==> src/rtl/ptw_if.sv <==
// ptw_if -- signal bundle between the page-table walker and its environment.
//
// Groups the TLB-miss handshake, the memory read port and the TLB write port.
//   master : environment side (issues misses, answers memory reads)
//   slave  : walker side (accepts misses, issues memory reads, writes the TLB)
//
// Signals
//   miss_valid / miss_pageno / miss_ready : TLB miss request handshake
//   ptbr                                  : level-1 table base (4 KiB aligned)
//   flush                                 : drop the cached level-1 entry
//   mem_req / mem_addr / mem_ack / mem_rdata : memory read port
//   tlb_write / tlb_wrpageno / tlb_tableentry / tlb_wraddr : TLB install port
//   done / fault                          : walk-complete pulse and its qualifier
interface ptw_if;
  logic        miss_valid;
  logic [63:0] miss_pageno;
  logic        miss_ready;
  logic [63:0] ptbr;
  logic        flush;
  logic        mem_req;
  logic [63:0] mem_addr;
  logic        mem_ack;
  logic [63:0] mem_rdata;
  logic        tlb_write;
  logic [63:0] tlb_wrpageno;
  logic [63:0] tlb_tableentry;
  logic [12:0] tlb_wraddr;
  logic        done;
  logic        fault;

  modport master (
    output miss_valid, miss_pageno, ptbr, flush, mem_ack, mem_rdata,
    input  miss_ready, mem_req, mem_addr, tlb_write, tlb_wrpageno,
           tlb_tableentry, tlb_wraddr, done, fault
  );

  modport slave (
    input  miss_valid, miss_pageno, ptbr, flush, mem_ack, mem_rdata,
    output miss_ready, mem_req, mem_addr, tlb_write, tlb_wrpageno,
           tlb_tableentry, tlb_wraddr, done, fault
  );
endinterface

==> src/rtl/ptw.sv <==
// ptw -- two-level hardware page-table walker.
//
// On a TLB miss the walker reads the level-1 entry, then the level-2 entry,
// and installs the level-2 entry into a round-robin TLB slot. A not-present
// entry (bit 0 clear) or a page number above 20 bits ends the walk with
// done+fault and no TLB write. All outputs come straight from flops.
//
// Ports
//   clk   : clock, rising edge
//   reset : asynchronous active-low reset
//   bus   : ptw_if.slave (miss handshake, memory read port, TLB write port)
//
// Configuration
//   PTW_L1_CACHE_EN : when defined, a single-entry cache of the last present
//                     level-1 entry (tagged by pageno[19:10] and ptbr) lets a
//                     matching miss skip the level-1 read. flush clears it.
module ptw (
  input logic  clk,
  input logic  reset,
  ptw_if.slave bus
);

  typedef enum logic [2:0] {
    IDLE  = 3'd0,
    L1    = 3'd1,
    L2    = 3'd2,
    FILL  = 3'd3,
    FAULT = 3'd4
  } state_t;

  state_t      state_r;
  logic [63:0] pageno_r;
  logic [12:0] victim_r;
  logic        miss_ready_r;
  logic        mem_req_r;
  logic [63:0] mem_addr_r;
  logic        tlb_write_r;
  logic        done_r;
  logic        fault_r;
  logic [63:0] tlb_wrpageno_r;
  logic [63:0] tlb_tableentry_r;
  logic [12:0] tlb_wraddr_r;

  // Level-1 cache hit for the miss currently offered, and the cached table base.
  logic        hit_s;
  logic [51:0] hit_base_s;

  // Address of an 8-byte entry: base + index*8, wrapping modulo 2^64.
  function automatic logic [63:0] pte_addr(input logic [63:0] base, input logic [9:0] idx);
    return base + {51'd0, idx, 3'b000};
  endfunction

`ifdef PTW_L1_CACHE_EN
  logic        c_valid_r;
  logic [9:0]  c_tag_r;
  logic [63:0] c_ptbr_r;
  logic [51:0] c_entry_r;
  logic [63:0] ptbr_r;

  // Tag and table-base compare against the offered miss.
  always_comb begin
    hit_s      = 1'b0;
    hit_base_s = c_entry_r;
    if (c_valid_r && (c_tag_r == bus.miss_pageno[19:10]) && (c_ptbr_r == bus.ptbr)) begin
      hit_s = 1'b1;
    end else begin
      hit_s = 1'b0;
    end
  end

  // Cache update: fill on a present level-1 read; flush takes priority.
  always_ff @(posedge clk or negedge reset) begin
    if (!reset) begin
      c_valid_r <= 1'b0;
      c_tag_r   <= 10'd0;
      c_ptbr_r  <= 64'd0;
      c_entry_r <= 52'd0;
      ptbr_r    <= 64'd0;
    end else begin
      if ((state_r == IDLE) && bus.miss_valid) begin
        ptbr_r <= bus.ptbr;
      end
      if (bus.flush) begin
        c_valid_r <= 1'b0;
      end else if ((state_r == L1) && bus.mem_ack && bus.mem_rdata[0]) begin
        c_valid_r <= 1'b1;
        c_tag_r   <= pageno_r[19:10];
        c_ptbr_r  <= ptbr_r;
        c_entry_r <= bus.mem_rdata[63:12];
      end
    end
  end
`else
  // No cache: every walk starts at level 1 and flush has no effect.
  logic unused_flush;
  assign unused_flush = bus.flush;
  assign hit_s        = 1'b0;
  assign hit_base_s   = 52'd0;
`endif

  // Walk state machine; every output is registered alongside the state.
  always_ff @(posedge clk or negedge reset) begin
    if (!reset) begin
      state_r          <= IDLE;
      pageno_r         <= 64'd0;
      victim_r         <= 13'd0;
      miss_ready_r     <= 1'b1;
      mem_req_r        <= 1'b0;
      mem_addr_r       <= 64'd0;
      tlb_write_r      <= 1'b0;
      done_r           <= 1'b0;
      fault_r          <= 1'b0;
      tlb_wrpageno_r   <= 64'd0;
      tlb_tableentry_r <= 64'd0;
      tlb_wraddr_r     <= 13'd0;
    end else begin
      tlb_write_r <= 1'b0;
      done_r      <= 1'b0;
      fault_r     <= 1'b0;
      case (state_r)
        IDLE: begin
          if (bus.miss_valid) begin
            pageno_r     <= bus.miss_pageno;
            miss_ready_r <= 1'b0;
            if (bus.miss_pageno[63:20] != 44'd0) begin
              // Out-of-range page number: fault without touching memory.
              state_r <= FAULT;
              done_r  <= 1'b1;
              fault_r <= 1'b1;
            end else if (hit_s) begin
              state_r    <= L2;
              mem_req_r  <= 1'b1;
              mem_addr_r <= pte_addr({hit_base_s, 12'h000}, bus.miss_pageno[9:0]);
            end else begin
              state_r    <= L1;
              mem_req_r  <= 1'b1;
              mem_addr_r <= pte_addr(bus.ptbr, bus.miss_pageno[19:10]);
            end
          end else begin
            miss_ready_r <= 1'b1;
          end
        end
        L1: begin
          if (bus.mem_ack) begin
            if (!bus.mem_rdata[0]) begin
              state_r   <= FAULT;
              mem_req_r <= 1'b0;
              done_r    <= 1'b1;
              fault_r   <= 1'b1;
            end else begin
              // mem_req stays high; only the address moves to the level-2 entry.
              state_r    <= L2;
              mem_addr_r <= pte_addr({bus.mem_rdata[63:12], 12'h000}, pageno_r[9:0]);
            end
          end
        end
        L2: begin
          if (bus.mem_ack) begin
            mem_req_r <= 1'b0;
            done_r    <= 1'b1;
            if (!bus.mem_rdata[0]) begin
              state_r <= FAULT;
              fault_r <= 1'b1;
            end else begin
              state_r          <= FILL;
              tlb_write_r      <= 1'b1;
              tlb_wrpageno_r   <= pageno_r;
              tlb_tableentry_r <= bus.mem_rdata;
              tlb_wraddr_r     <= victim_r;
            end
          end
        end
        FILL: begin
          state_r      <= IDLE;
          miss_ready_r <= 1'b1;
          victim_r     <= victim_r + 13'd1;
        end
        FAULT: begin
          state_r      <= IDLE;
          miss_ready_r <= 1'b1;
        end
        default: begin
          state_r      <= IDLE;
          mem_req_r    <= 1'b0;
          miss_ready_r <= 1'b1;
        end
      endcase
    end
  end

  assign bus.miss_ready     = miss_ready_r;
  assign bus.mem_req        = mem_req_r;
  assign bus.mem_addr       = mem_addr_r;
  assign bus.tlb_write      = tlb_write_r;
  assign bus.tlb_wrpageno   = tlb_wrpageno_r;
  assign bus.tlb_tableentry = tlb_tableentry_r;
  assign bus.tlb_wraddr     = tlb_wraddr_r;
  assign bus.done           = done_r;
  assign bus.fault          = fault_r;

endmodule

==> src/flat_wrapper.sv <==
// flat-port wrapper written by rule: the top's interface ports become plain ports
module ptw_flat 
  (clk, reset, bus_miss_valid, bus_miss_pageno, bus_ptbr, bus_flush, bus_mem_ack, bus_mem_rdata, bus_miss_ready, bus_mem_req, bus_mem_addr, bus_tlb_write, bus_tlb_wrpageno, bus_tlb_tableentry, bus_tlb_wraddr, bus_done, bus_fault);
  ptw_if bus_i ();
  input logic clk;
  input logic reset;
  input wire logic [$bits(bus_i.miss_valid)-1:0] bus_miss_valid;
  input wire logic [$bits(bus_i.miss_pageno)-1:0] bus_miss_pageno;
  input wire logic [$bits(bus_i.ptbr)-1:0] bus_ptbr;
  input wire logic [$bits(bus_i.flush)-1:0] bus_flush;
  input wire logic [$bits(bus_i.mem_ack)-1:0] bus_mem_ack;
  input wire logic [$bits(bus_i.mem_rdata)-1:0] bus_mem_rdata;
  output wire logic [$bits(bus_i.miss_ready)-1:0] bus_miss_ready;
  output wire logic [$bits(bus_i.mem_req)-1:0] bus_mem_req;
  output wire logic [$bits(bus_i.mem_addr)-1:0] bus_mem_addr;
  output wire logic [$bits(bus_i.tlb_write)-1:0] bus_tlb_write;
  output wire logic [$bits(bus_i.tlb_wrpageno)-1:0] bus_tlb_wrpageno;
  output wire logic [$bits(bus_i.tlb_tableentry)-1:0] bus_tlb_tableentry;
  output wire logic [$bits(bus_i.tlb_wraddr)-1:0] bus_tlb_wraddr;
  output wire logic [$bits(bus_i.done)-1:0] bus_done;
  output wire logic [$bits(bus_i.fault)-1:0] bus_fault;
  assign bus_i.miss_valid = bus_miss_valid;
  assign bus_i.miss_pageno = bus_miss_pageno;
  assign bus_i.ptbr = bus_ptbr;
  assign bus_i.flush = bus_flush;
  assign bus_i.mem_ack = bus_mem_ack;
  assign bus_i.mem_rdata = bus_mem_rdata;
  assign bus_miss_ready = bus_i.miss_ready;
  assign bus_mem_req = bus_i.mem_req;
  assign bus_mem_addr = bus_i.mem_addr;
  assign bus_tlb_write = bus_i.tlb_write;
  assign bus_tlb_wrpageno = bus_i.tlb_wrpageno;
  assign bus_tlb_tableentry = bus_i.tlb_tableentry;
  assign bus_tlb_wraddr = bus_i.tlb_wraddr;
  assign bus_done = bus_i.done;
  assign bus_fault = bus_i.fault;
  ptw u_core (.clk(clk), .reset(reset), .bus(bus_i));
endmodule
==> config.mk <==
export PLATFORM = sky130hd
export DESIGN_NAME = ptw_flat
export DESIGN_NICKNAME = d
export VERILOG_FILES = /design/src/rtl/ptw_if.sv /design/src/rtl/ptw.sv /design/src/flat_wrapper.sv
export SDC_FILE = /design/constraint.sdc
export NUM_CORES = 1
export LEC_CHECK = 0
export ABC_AREA = 1
export CAP_MARGIN = 40
export CORE_MARGIN = 3
export CORE_UTILIZATION = 45
export CTS_CLUSTER_SIZE = 40
export DETAILED_ROUTE_END_ITERATION = 8
export PLACE_DENSITY = 0.85
export SYNTH_ARGS = -nofsm -noshare
export SYNTH_HDL_FRONTEND = slang
export SYNTH_SLANG_ARGS = --single-unit
export TNS_END_PERCENT = 5
==> constraint.sdc <==
create_clock -name clk -period 2 [get_ports clk]
set_input_delay 0.4 -clock clk [delete_from_list [all_inputs] [get_ports clk]]
set_output_delay 0.4 -clock clk [all_outputs]
set_load 0.02 [all_outputs]
==> metrics.md, run 1 <==
| Metric | Value |
|---|---|
| Critical path endpoint category | primary output |
| Critical path fanouts, max | 2 |
| Power per Cell Area | ~1300 nW/um2 |
| Count of input and output buffers | about 410 |
| Slack of the worst reg-to-reg path | around 0.02 ns |
| Number of search-and-repair iterations in the first detailed-routing pass | 5 |
| Row count | 68 |
| Met3 demand-to-capacity share in global routing | 4.247% |
| Signed area change from the synthesized netlist to the final layout | 53.73% |
| Commonest cells after routing, fill and taps aside | 1076 x nand2_1, 317 x buf_4, 287 x dfrtp_1, 275 x clkdlybuf4s50_1, 205 x nor2_1 |
| Maximum number of pins on one net before global-route repair | 81 |
| CP max-delay cell | clkdlybuf4s50_1 |
| Highest Clock Rate | around 500 MHz |
| Post-layout min period | about 2 ns |
| Kind of start point of the critical path | flop |
| Data required time of the worst path | about 1.6 ns |
| Number of buffers inserted during clock tree synthesis | 31 |
| Via count | 18549 |
| Worst-path cell chain | clkdlybuf4s50_1 |
| Core Box Area | 34800 um2 |
| Setup-failing EPs final | 0 |
| Final WL | slightly below 70 mm |
| Remaining DRCs | 0 |
| Mean instance size in the synthesized netlist | about 7 um2 |
| Post-DR vias/cell | between 5 and 6 |
| Family with the most delay on the worst path | buffers and inverters |
| Area taken by flip-flops and latches | between 7000 and 8000 um2 |
| Initial core utilization | approximately 46% |
| Multi-input gate area | a little over 8000 um2 |
| Vias in the first global route | between 15000 and 20000 |
| Placer congestion estimate | around 1.1 |
| Number of nets in the finished design | 3225 |
| Synth Net Count | 2522 |
| Post-DP HPWL | between 50 and 60 mm |
| Layer with the highest usage after global routing | met2 |
| Worst Path Arrival | roughly 1.6 ns |
| Flops & latches, synth | 290 |
| Leak | between 10 and 15 nW |
| Count of pins on the block boundary | slightly above 400 |
| GRT Residual Overflow | 0 |
| Fin. Hold Viols | 0 |
| Post-layout utilization of the core | a little over two thirds |
| Wirelength per Cell | between 15 and 20 um |
| RSZ-0062 raised after global routing | yes |
| Number of fill cells | 2780 |
| CTS tree | built |
| Share of synthesized area occupied by flip-flops and latches | ~45% |
| Ratio of final minimum period to clock period | 99.57% |
| Number of sinks driven by the clock tree | between 200 and 300 |
| Maximum level of the CTS H-tree | 1 |
| Wire length of the first global-routing pass | between 100 and 150 mm |
| Antenna violations before repair | 5 |
| Synthesized cell area | about 16000 um2 |
| Source-to-sink clock delay at the later pin of the worst-skew pair | 0.59 ns |
| Worst setup path class | flop to primary output |
| Max-Slew Margin vs Limit | between 60% and 70% |
| Clock slew seen by the registers of the worst setup and hold paths | about 0.060 ns |
| TNS Setup | 0 ns |
| Worst Clk Skew | just over 0.009 ns |
| Share of post-route cells with drive strength above 1 | between 10% and 20% |
| Buffer levels on the longest clock path | 3 |
| Most frequent standard cell in the layout excluding fill and tap cells | nand2_1 |
| Worst hold path class | primary input to flop |
| Global routing usage on met2 | between 50% and 60% |
| GR Util met1 | between 40% and 50% |
| Total GRT Usage | about 35% |
| Die area | ~38000 um2 |
| Violation count after the first detailed-route iteration | 1641 |
| Largest stage delay on the critical path | 0.63 ns |
| Die height | 194.4 um |
| Pwr Total | just over 30 mW |
| Worst vdd ir | between 1 and 1.5 mV |
| Die extent in x | around 190 um |
| Library cell used as clock root buffer | clkbuf_16 |
| Total of max-cap violations | 0 |
| Ys Warns | 0 |
| Pins Over Slew Limit | 0 |
| Crit path buf inv count | 1 |
| Outcome | finished, final reports clean |
| Actual slew at the worst max-slew pin | ~0.51 ns |
| Antenna viol nets, final | 0 |
| Count of cell types in the netlist | 39 |
| Gate count of the mapped netlist | 2311 |
-- path summary, 6_finish.rpt --
check                                                        startpoint                                        end  cells past startpoint
worst min register to register        u_core.bus.miss_ready$_DFFE_PN1P_          u_core.bus.miss_ready$_DFFE_PN1P_                      2
worst min-delay path                                bus_miss_pageno[15]            u_core.pageno_r[15]$_DFFE_PN0P_                      3
max in group asynchronous                                         reset  u_core.bus.tlb_tableentry[42]$_DFFE_PN0P_                      3
worst max register to register           u_core.pageno_r[9]$_DFFE_PN0P_        u_core.bus.mem_addr[54]$_DFFE_PN0P_                     13
min in group asynchronous                                         reset    u_core.bus.tlb_wrpageno[22]$_DFFE_PN0P_                      2
worst max-delay path            u_core.bus.tlb_wrpageno[44]$_DFFE_PN0P_                       bus_tlb_wrpageno[44]                      1
-- stage by stage --
stage | cell area (um2) | setup WS, ns | cells | hold WS (ns)
floorplan | 15990 | 0.005788 | 2311 | 0.1044
global placement | 22960 | -0.6929 | 3426 | 0.3240
detailed placement | 22960 | -0.7577 | 3426 | 0.3261
CTS | 24020 | -0.02560 | 3484 | 0.2425
global route | 24550 | -0.1058 | 3497 | 0.1682
finish | 24550 | 0.008516 | 3497 | 0.1632
-- cell usage after synthesis, drive strengths merged --
cell | n | share of area [%]
a21boi | 10 | 0.47
a21o | 2 | 0.094
a21oi | 32 | 1.0
and2 | 1 | 0.039
buf | 39 | 1.4
clkbuf | 32 | 0.75
dfrtp | 289 | 45
dfstp | 1 | 0.16
fa | 1 | 0.13
ha | 13 | 1.0
inv | 191 | 4.5
nand2 | 1097 | 26
nand3 | 132 | 4.2
nand3b | 20 | 0.94
nand4 | 47 | 1.8
nor2 | 235 | 5.7
nor3 | 17 | 0.71
nor3b | 1 | 0.047
nor4 | 2 | 0.12
o211ai | 11 | 0.52
o21ai | 88 | 2.8
o22ai | 2 | 0.078
or2 | 8 | 0.31
xnor2 | 17 | 0.93
xor2 | 23 | 1.3
-- per-layer routing --
| layer | share of wire, % | wire length, um | up-vias |
|---|---|---|---|
| met5 | 0 | 0 | - |
| met4 | 4.6 | 3159 | 0 |
| met3 | 6.8 | 4666 | 174 |
| met2 | 49 | 33390 | 871 |
| met1 | 40 | 27290 | 8869 |
| li1 | - | - | 8635 |
-- power by group --
group,internal (mW),leakage (nW),switching [mW],total [mW]
logic,5.89,9.03,8.32,14.2
registers,8.55,3.65,1.87,10.4
clock network,3.52,0.528,2.60,6.12
-- area by class of cell --
type / count / area share (%)
multi-input cells: 1759 / 32.78
flip-flops and latches: 290 / 29.58
repair buffers: 741 / 27.98
clock buffers: 37 / 3.374
inverters: 191 / 2.931
well taps: 455 / 2.319
clock inverters: 20 / 1.004
diodes: 4 / 0.04077
-- kinds of logic after synthesis --
logic type	count (synthesis)	synth area share [%]
buf+inv	262	6.636
compound gates	145	4.920
flops	290	45.45
fa+ha+maj	14	1.144
simple gates	1560	39.65
xor+xnor	40	2.194
-- state kept, by name (all words and copies together) (netlist names) --
name / cells
u_core.bus.mem_addr: 64
u_core.bus.tlb_tableentry: 64
u_core.bus.tlb_wrpageno: 64
u_core.pageno_r: 64
u_core.bus.tlb_wraddr: 13
u_core.victim_r: 13
u_core.state_r: 3
u_core.bus.done: 1
u_core.bus.fault: 1
u_core.bus.mem_req: 1
u_core.bus.miss_ready: 1
u_core.bus.tlb_write: 1
-- what timing repair did --
action | in CTS | in global routing
hold buffers | 1 | 0
gates cloned | 0 | 0
buffers inserted | 0 | 9
endpoints found under the hold margin | 39 | 0
pin swaps | 1 | 25
gates resized for setup | 87 | 134
endpoints found under the setup margin | 97 | 146
No activity file was read; power rests on OpenSTA's default activity.
==> run 2, diff against run 1 <==
- MAX_ROUTING_LAYER: unset -> met4
- SLEW_MARGIN: unset -> 30
==> metrics.md, run 2 (synthesized netlist as in run 1, its figures left out) <==
| Metric | Value |
|---|---|
| Source-to-sink clock delay at the later pin of the worst-skew pair | 0.58 ns (was 0.59 ns) |
| Buffer levels on the longest clock path | 3 (unchanged) |
| Violation count after the first detailed-route iteration | 1427 (was 1641) |
| Die height | 194.4 um (unchanged) |
| Actual slew at the worst max-slew pin | 0.4138 ns (was 0.5148 ns) |
| Post-layout min period | 2.030 ns (was 1.991 ns) |
| Total of max-cap violations | 0 (unchanged) |
| Placer congestion estimate | 1.001 (was 1.059) |
| Pins Over Slew Limit | 0 (unchanged) |
| Most frequent standard cell in the layout excluding fill and tap cells | nand2_1 (unchanged) |
| Share of post-route cells with drive strength above 1 | 15.29% (was 16.23%) |
| Clock slew seen by the registers of the worst setup and hold paths | 0.06 ns (about the same) |
| RSZ-0062 raised after global routing | yes (unchanged) |
| Maximum level of the CTS H-tree | 1 (unchanged) |
| Setup-failing EPs final | 2 (was 0) |
| Place WS | -0.6756 ns (was -0.7577 ns) |
| Initial core utilization | 45.89% (unchanged) |
| Final worst-path setup slack | -0.02953 ns (was 0.008516 ns) |
| Data required time of the worst path | 2.46 ns (was 1.60 ns) |
| Count of pins on the block boundary | 407 (unchanged) |
| Antenna viol nets, final | 0 (unchanged) |
| Power per Cell Area | 1278 nW/um2 (was 1252 nW/um2) |
| Violations in the final reports | setup timing |
| Leak | 12.65 nW (was 13.21 nW) |
| Worst vdd ir | 1.410 mV (was 1.021 mV) |
| Library cell used as clock root buffer | clkbuf_16 (unchanged) |
| Post-DR vias/cell | 5.246 (was 5.304) |
| Via count | 18283 (was 18549) |
| Post-DP HPWL | 52.79 mm (was 53.02 mm) |
| Count of input and output buffers | 405 (unchanged) |
| Maximum number of pins on one net before global-route repair | 81 (unchanged) |
| Antenna violations before repair | 4 (was 5) |
| Row count | 68 (unchanged) |
| Final non-filler cell area | 24330 um2 (was 24550 um2) |
| Worst setup path class | primary input to flop (was flop to primary output) |
| Signed area change from the synthesized netlist to the final layout | 52.37% (was 53.73%) |
| Number of nets in the finished design | 3214 (was 3225) |
| Number of search-and-repair iterations in the first detailed-routing pass | 9 (was 5) |
| Wire length of the first global-routing pass | 104.3 mm (was 102.9 mm) |
| Critical path fanouts, max | 7 (was 2) |
| Worst Clk Skew | 0.01059 ns (was 0.009159 ns) |
| Vias in the first global route | 18201 (was 18200) |
| Ratio of final minimum period to clock period | 101.5% (was 99.57%) |
| CTS tree | built (unchanged) |
| Max-Slew Margin vs Limit | 72.12% (was 65.63%) |
| Total GRT Usage | 36.08% (was 34.54%) |
| Die area | 37780 um2 (unchanged) |
| Outcome | finished with violations (was finished, final reports clean) |
| Final WL | 68.17 mm (was 68.51 mm) |
| Die extent in x | 194.4 um (unchanged) |
| Placed inst area | 22900 um2 (was 22960 um2) |
| Fin. Hold Viols | 0 (unchanged) |
| Number of buffers inserted during clock tree synthesis | 31 (unchanged) |
| GRT Residual Overflow | 0 (unchanged) |
| Worst hold path class | primary input to flop (unchanged) |
| Highest Clock Rate | 492.7 MHz (was 502.1 MHz) |
| Critical path endpoint category | flop (was primary output) |
| Worst Path Arrival | 2.49 ns (was 1.59 ns) |
| Commonest cells after routing, fill and taps aside | 1083 x nand2_1, 315 x clkdlybuf4s50_1, 308 x buf_4, 288 x dfrtp_1, 214 x nor2_1 (was 1076 x nand2_1, 317 x buf_4, 287 x dfrtp_1, 275 x clkdlybuf4s50_1, 205 x nor2_1) |
| Kind of start point of the critical path | primary input (was flop) |
| Wirelength per Cell | 19.56 um (was 19.59 um) |
| Remaining DRCs | 0 (unchanged) |
| Number of sinks driven by the clock tree | 290 (unchanged) |
| Core Box Area | 34800 um2 (unchanged) |
## run 2: cell types whose count changed in the layout (fill, tap and decap cells not counted), moves of 7 or more
| cell | delta |
|---|---|
| clkdlybuf4s50_1 | +40 |
| nand2_2 | -7 |
| nor2_1 | +9 |
| dlymetal6s2s_1 | -39 |
| nor2_2 | -7 |
| buf_4 | -9 |
| nand2_1 | +7 |
## run 2: path summary, 6_finish.rpt
path	startpoint	endpoint	slack, ns	cells past startpoint
worst min-delay path	bus_miss_pageno[14]	u_core.pageno_r[14]$_DFFE_PN0P_	0.16	3
worst max register to register	u_core.pageno_r[9]$_DFFE_PN0P_	u_core.bus.mem_addr[44]$_DFFE_PN0P_	0	13
min in group asynchronous	reset	u_core.pageno_r[26]$_DFFE_PN0P_	0.32	2
max in group asynchronous	reset	u_core.bus.tlb_wrpageno[11]$_DFFE_PN0P_	0.93	3
worst max-delay path	bus_miss_pageno[15]	u_core.bus.mem_addr[34]$_DFFE_PN0P_	-0.03	13
worst min register to register	u_core.bus.tlb_tableentry[34]$_DFFE_PN0P_	u_core.bus.tlb_tableentry[34]$_DFFE_PN0P_	0.47	2
## run 2: metrics by stage
stage | power, mW | hold slack [ns] | utilization [%] | TNS (ns) | std cells
detailed placement | 24.69 | 0.3387 | 65.81 | -33.35 | 3422
floorplan | 16.86 | 0.1044 | - | 0 | 2311
global placement | 24.20 | 0.3299 | 65.81 | -29.37 | 3422
finish | 31.10 | 0.1648 | 69.92 | -0.02998 | 3485
CTS | 31.06 | 0.3289 | 69.20 | 0 | 3481
global route | 32.63 | 0.1747 | 69.92 | -2.089 | 3485
## run 2: area by class of cell
class / count / area [um2]
Timing Repair Buffer: 730 / 6664
Clock inverter: 22 / 315.3
Multi-Input combinational cell: 1759 / 7955
Fill cell: 2834 / 10470
Antenna cell: 2 / 5.005
Tap cell: 455 / 569.3
Clock buffer: 36 / 844.6
Sequential cell: 290 / 7259
Inverter: 191 / 719.4
## run 2: critical path, cell delays in order
cell and delay, ns:
clkdlybuf4s50_1 0.48, ha_4 0.32, nand2_1 0.12, nor2_2 0.16, nand2_1 0.06, nand2_1 0.14, nand2_1 0.12, nand2_4 0.12
inv_1 0.04, o21ai_0 0.15, nand3_1 0.19, nand2_1 0.13, nand2_1 0.05
## run 2: power breakdown
part	leakage (nW)	internal [mW]	switching, mW
combinational	8.41	5.85	8.27
sequential	3.65	8.55	1.92
clock	0.583	3.94	2.57
total	12.6	18.3	12.8
## run 2: repair_timing
| item | 4_1_cts | 5_1_grt |
|---|---|---|
| hold endpoints to repair | 39 | 0 |
| setup endpoints to repair | 87 | 95 |
| setup buffers | 0 | 2 |
| hold buffers | 1 | 0 |
| resized for setup | 83 | 65 |
| pin swaps | 1 | 9 |
## run 2: layer usage
layer  GRT usage [%]  wire (um)  up-vias
met5               -          0        -
met4           12.23       2719        0
met3           4.247       5058      156
met2           60.04      33040      844
met1           46.17      27350     8695
li1                -          -     8588
